[src/rtl/axi4_lite_master.sv]
// Single-outstanding AXI4-Lite master: turns one core load/store request into one AXI read or write.
// Optional watchdog abort is enabled by defining AXI_TIMEOUT_EN (limit set by TIMEOUT_CYCLES).
module axi4_lite_master #(
    parameter int ADDRESS        = 32,
    parameter int DATA_WIDTH     = 32,
    parameter int TIMEOUT_CYCLES = 256
) (
    input  logic                  ACLK,
    input  logic                  ARESETN,

    input  logic                  req_valid,
    output logic                  req_ready,
    input  logic                  req_write,
    input  logic [ADDRESS-1:0]    req_addr,
    input  logic [DATA_WIDTH-1:0] req_wdata,
    input  logic [3:0]            req_wstrb,

    output logic                  rsp_valid,
    output logic [DATA_WIDTH-1:0] rsp_rdata,
    output logic                  rsp_err,

    output logic [ADDRESS-1:0]    M_AWADDR,
    output logic                  M_AWVALID,
    input  logic                  M_AWREADY,

    output logic [DATA_WIDTH-1:0] M_WDATA,
    output logic [3:0]            M_WSTRB,
    output logic                  M_WVALID,
    input  logic                  M_WREADY,

    input  logic [1:0]            M_BRESP,
    input  logic                  M_BVALID,
    output logic                  M_BREADY,

    output logic [ADDRESS-1:0]    M_ARADDR,
    output logic                  M_ARVALID,
    input  logic                  M_ARREADY,

    input  logic [DATA_WIDTH-1:0] M_RDATA,
    input  logic [1:0]            M_RRESP,
    input  logic                  M_RVALID,
    output logic                  M_RREADY
);

    typedef enum logic [2:0] {
        IDLE,
        WR_REQ,
        WR_RESP,
        RD_ADDR,
        RD_DATA
    } state_t;

    if (DATA_WIDTH != 32) begin : g_bad_data_width
        $error("axi4_lite_master: DATA_WIDTH must be 32 (WSTRB is fixed at 4 bits)");
    end
    if (TIMEOUT_CYCLES < 2) begin : g_bad_timeout
        $error("axi4_lite_master: TIMEOUT_CYCLES must be at least 2");
    end

    state_t                state_q, state_d;
    logic [ADDRESS-1:0]    addr_q, addr_d;
    logic [DATA_WIDTH-1:0] wdata_q, wdata_d;
    logic [3:0]            wstrb_q, wstrb_d;
    logic                  aw_done_q, aw_done_d;
    logic                  w_done_q, w_done_d;
    logic                  rsp_valid_q, rsp_valid_d;
    logic                  rsp_err_q, rsp_err_d;
    logic [DATA_WIDTH-1:0] rsp_rdata_q, rsp_rdata_d;
    logic                  timeout;

    // Only bit 1 of a response (SLVERR/DECERR) matters; EXOKAY vs OKAY is irrelevant here.
    logic unused_resp_lsb;
    assign unused_resp_lsb = M_BRESP[0] ^ M_RRESP[0];

`ifdef AXI_TIMEOUT_EN
    localparam int CNT_W = $clog2(TIMEOUT_CYCLES);

    logic [CNT_W-1:0] cnt_q, cnt_d;

    always_comb begin
        cnt_d = cnt_q + CNT_W'(1);
        if (state_q == IDLE) begin
            cnt_d = '0;
        end
    end

    always_ff @(posedge ACLK) begin
        if (!ARESETN) begin
            cnt_q <= '0;
        end else begin
            cnt_q <= cnt_d;
        end
    end

    assign timeout = (state_q != IDLE) && (cnt_q == CNT_W'(TIMEOUT_CYCLES - 1));
`else
    assign timeout = 1'b0;
`endif

    // All AXI VALID/READY outputs decode from registered state only, never from the peer's READY.
    assign req_ready = (state_q == IDLE);
    assign M_AWVALID = (state_q == WR_REQ) && !aw_done_q;
    assign M_WVALID  = (state_q == WR_REQ) && !w_done_q;
    assign M_BREADY  = (state_q == WR_RESP);
    assign M_ARVALID = (state_q == RD_ADDR);
    assign M_RREADY  = (state_q == RD_DATA);

    assign M_AWADDR  = addr_q;
    assign M_ARADDR  = addr_q;
    assign M_WDATA   = wdata_q;
    assign M_WSTRB   = wstrb_q;

    assign rsp_valid = rsp_valid_q;
    assign rsp_err   = rsp_err_q;
    assign rsp_rdata = rsp_rdata_q;

    always_comb begin
        state_d     = state_q;
        addr_d      = addr_q;
        wdata_d     = wdata_q;
        wstrb_d     = wstrb_q;
        aw_done_d   = aw_done_q;
        w_done_d    = w_done_q;
        rsp_valid_d = 1'b0;
        rsp_err_d   = rsp_err_q;
        rsp_rdata_d = rsp_rdata_q;

        unique case (state_q)
            IDLE: begin
                if (req_valid) begin
                    addr_d    = req_addr;
                    wdata_d   = req_wdata;
                    wstrb_d   = req_wstrb;
                    aw_done_d = 1'b0;
                    w_done_d  = 1'b0;
                    state_d   = req_write ? WR_REQ : RD_ADDR;
                end
            end
            WR_REQ: begin
                // AW and W may complete in either order or together; leave once both are done.
                if (M_AWVALID && M_AWREADY) begin
                    aw_done_d = 1'b1;
                end
                if (M_WVALID && M_WREADY) begin
                    w_done_d = 1'b1;
                end
                if (aw_done_d && w_done_d) begin
                    state_d = WR_RESP;
                end
            end
            WR_RESP: begin
                if (M_BVALID) begin
                    rsp_valid_d = 1'b1;
                    rsp_err_d   = M_BRESP[1];
                    rsp_rdata_d = '0;
                    state_d     = IDLE;
                end
            end
            RD_ADDR: begin
                if (M_ARREADY) begin
                    state_d = RD_DATA;
                end
            end
            RD_DATA: begin
                if (M_RVALID) begin
                    rsp_valid_d = 1'b1;
                    rsp_err_d   = M_RRESP[1];
                    rsp_rdata_d = M_RDATA;
                    state_d     = IDLE;
                end
            end
            default: begin
                state_d = IDLE;
            end
        endcase

        // A real completion in the final watchdog cycle wins over the abort.
        if (timeout && !rsp_valid_d) begin
            state_d     = IDLE;
            rsp_valid_d = 1'b1;
            rsp_err_d   = 1'b1;
            rsp_rdata_d = '0;
            aw_done_d   = 1'b0;
            w_done_d    = 1'b0;
        end
    end

    always_ff @(posedge ACLK) begin
        if (!ARESETN) begin
            state_q     <= IDLE;
            addr_q      <= '0;
            wdata_q     <= '0;
            wstrb_q     <= '0;
            aw_done_q   <= 1'b0;
            w_done_q    <= 1'b0;
            rsp_valid_q <= 1'b0;
            rsp_err_q   <= 1'b0;
            rsp_rdata_q <= '0;
        end else begin
            state_q     <= state_d;
            addr_q      <= addr_d;
            wdata_q     <= wdata_d;
            wstrb_q     <= wstrb_d;
            aw_done_q   <= aw_done_d;
            w_done_q    <= w_done_d;
            rsp_valid_q <= rsp_valid_d;
            rsp_err_q   <= rsp_err_d;
            rsp_rdata_q <= rsp_rdata_d;
        end
    end

endmodule
[config.mk]
export PLATFORM = sky130hd
export DESIGN_NAME = axi4_lite_master
export DESIGN_NICKNAME = d
export VERILOG_FILES = /design/src/rtl/axi4_lite_master.sv
export SDC_FILE = /design/constraint.sdc
export NUM_CORES = 1
export LEC_CHECK = 0
export ABC_AREA = 1
export CORE_MARGIN = 1.5
export CORE_UTILIZATION = 32
export CTS_CLUSTER_SIZE = 25
export DETAILED_ROUTE_END_ITERATION = 7
export GPL_TIMING_DRIVEN = 0
export HOLD_SLACK_MARGIN = 0.06
export PLACE_DENSITY_LB_ADDON = 0.15
export SYNTH_ARGS = -nofsm -noshare
export SYNTH_HDL_FRONTEND = slang
export SYNTH_SLANG_ARGS = --single-unit
[constraint.sdc]
create_clock -name ACLK -period 1.7 [get_ports ACLK]
set_input_delay 0.425 -clock ACLK [delete_from_list [all_inputs] [get_ports ACLK]]
set_output_delay 0.425 -clock ACLK [all_outputs]
set_load 0.02 [all_outputs]
==> flow_metrics.py <==
metrics = {
    "placement": {
        "gp_congestion": 0.842,
        "place_ws_ps": -392,
        "port_buffers": 248,
        "hpwl_mm": 10.5,
        "dpl_cell_area_um2": 6870,
    },
    "finish": {
        "n_antenna_cell": 0,
        "area_growth_pct": 69.2,
        "layout_common_cells": "146 x nor2_1, 134 x dlygate4sd2_1, 108 x clkdlybuf4s50_1",
        "layout_commonest_cell": "nor2_1",
        "layout.nets": 916,
        "postLayoutCellArea_um2": 7060,
        "drive_gt1_frac": 0.103,
        "n_fill_cell": 1225,
    },
    "power_and_ir_drop": {
        "power.leakage_nw": 3.41,
        "total_power_mw": 9.85,
        "vdd_drop_max_v": 0.000685,
        "powerDensity_nw_per_um2": 1400,
    },
    "grt": {
        "antenna_found_initial": 0,
        "grt_usage": 0.195,
        "grt_pass1_vias": 4173,
        "grt_pass1_wl_mm": 20.4,
        "overflow": 0,
        "grt_max_degree": 16,
    },
    "clock_tree": {
        "ctsLongestPathBuffers": 2,
        "cts_buffers": 9,
        "clk_pin_slew_ps": 70,
        "htree_levels": 3,
        "clk-insertion-delay-late_ps": 350,
        "cts_tree": "yes",
        "cts_root_buf": "clkbuf_16",
        "ctsHoldBuffers": 0,
        "cts_sinks": 107,
    },
    "worst_setup_path": {
        "worst-r2r-setup-slack_ps": 160,
        "crit_arrival_ps": 1270,
        "crit_type": "reg -> out",
        "worstRegToRegCells": 7,
        "path_max_fanout": 4,
        "cp-start-kind": "flop",
        "r2r_start": "state_q[2]",
        "critical_path_required_ps": 1270,
        "end_kind": "output pin",
        "reg2reg_to": "M_WDATA[0]",
    },
    "floorplanning": {
        "die_area_um2": 13700,
        "core_area_um2": 12700,
        "die_w_um": 117,
        "start_util": 0.329,
        "num_io_pins": 253,
        "die-height_um": 117,
        "num_rows": 41,
    },
    "drt": {
        "drt_pass1_iterations": 4,
        "wl_per_cell_um": 14.1,
        "routed_wl_mm": 13.8,
        "drt_iter0_drc": 188,
        "drcViolationCount": 0,
        "via_count": 4437,
        "drtAntennaViolNets": 0,
        "vias_per_cell": 4.53,
    },
    "timing": {
        "rsz0062_at_grt": "yes",
        "finalSetupViolCount": 0,
        "hold_viol": 0,
        "holdWs_ps": 457,
        "layout_setup_ws_ps": 8.78,
        "slew-limit-headroom": 0.659,
        "fin_crit_sh": 0.995,
        "clock_skew_ps": 4.08,
        "final_max_slew_viol_count": 0,
        "worst_slew_pin_slew_ps": 511,
        "layout_min_cycle_time_ps": 1690,
        "fmax_mhz": 591,
    },
    "logic_synthesis": {
        "synth.area.top_cells": "dfxtp_1 51%, nor2_1 13%, o21ai_0 8.4%",
        "syn_area_um2": 4170,
        "synth_nets": 651,
        "ys_seq_area_frac": 0.513,
        "syn_inst": 538,
        "synth_top_area_cell": "dfxtp_1",
        "ys_seq_elements": 107,
        "yosysUniqueCellTypes": 20,
        "synth_top_area_frac": 0.513,
        "avgSynthCellArea_um2": 7.75,
        "synth-warning-count": 0,
    },
    "worst_hold_path": {
        "hold_path.class": "reg -> reg",
        "hold_start": "rsp_rdata[15]",
        "hold_depth": 2,
        "min_to": "rsp_rdata[15]",
    },
    "run": {
        "maxCapViolations": 0,
    },
    "status": {
        "status": "completed",
    },
}
## logic make-up (layout without fill, tap and decap cells)
group,Yosys count,count (layout),share of synthesized area
AND/OR/NAND/NOR,244,244,0.242
flip-flops,107,107,0.513
AO/OA/AOI/OAI,104,104,0.125
buffers and inverters,83,352,0.120
## worst max path at each step
stage	from	endpoint	slack (ps)	depth (start not counted)
5_1_grt	state_q[1]	M_WVALID	-40	5
3_3_place_gp	state_q[2]	M_RREADY	-380	4
2_1_floorplan	state_q[1]	rsp_rdata[23]	290	9
3_5_place_dp	state_q[2]	M_RREADY	-390	4
6_report	state_q[2]	M_WVALID	9	5
4_1_cts	state_q[1]	M_WVALID	-20	5
## metrics by stage
step | utilization | TNS, ps | cells
floorplan | - | 0 | 538
global placement | 0.542 | -17620 | 958
detailed placement | 0.542 | -20280 | 958
CTS | 0.555 | -37.2 | 976
global route | 0.557 | -108 | 979
finish | 0.557 | 0 | 979
## worst max-delay path: stages (launching register included)
cell     delay (ps)
dfxtp_4         360
nor2_4          160
nand2_2          80
buf_6           130
nor2_4           70
buf_6           120
## synth_stat cells
| master | instances |
|---|---|
| nor2_1 | 147 |
| dfxtp_1 | 107 |
| o21ai_0 | 70 |
| nand2_1 | 51 |
| nand3_1 | 37 |
| buf_4 | 36 |
| a21oi_1 | 34 |
| clkbuf_1 | 25 |
| inv_1 | 10 |
| buf_6 | 7 |
| inv_2 | 3 |
| nor2_4 | 2 |
| nor3b_1 | 2 |
| buf_2 | 1 |
| clkinv_1 | 1 |
| nand2_2 | 1 |
| nand3b_1 | 1 |
| nand4_1 | 1 |
| nor2_2 | 1 |
| nor3_4 | 1 |
## state kept, by name, summed over array words and instances (netlist names)
register   cells
rsp_valid      1
M_WDATA       32
state_q        3
w_done_q       1
M_ARADDR      32
M_WSTRB        4
aw_done_q      1
rsp_err        1
rsp_rdata     32
## layout make-up
cell class                      instances  area [um2]  area share
Tap cell                              172         215      0.0305
Inverter                               14        52.6     0.00745
Clock inverter                          2        35.0     0.00496
Sequential cell                       107        2150       0.305
Buffer                                 68         445      0.0631
Clock buffer                           13         260      0.0369
Timing Repair Buffer                  255        2360       0.335
Multi-Input combinational cell        348        1540       0.218
## per-layer routing
layer  routed length [um]  part of all wire  global-route usage
met5                    0                 0                   0
met1                 5480              0.40               0.211
met2                 6880              0.50               0.351
met3                 1220             0.088              0.0644
met4                  208             0.015              0.0763
## power breakdown
part	leakage [nW]	switching, mW	internal, mW
logic	2.38	2.50	1.79
registers	0.879	0.376	3.06
clock network	0.146	0.905	1.21
total	3.41	3.78	6.07
## repair_timing
action	CTS	global route
setup endpoints to repair	140	26
pin swaps	3	3
resized for setup	174	4
buffers inserted	4	3
No activity file was read; power rests on OpenSTA's default activity.
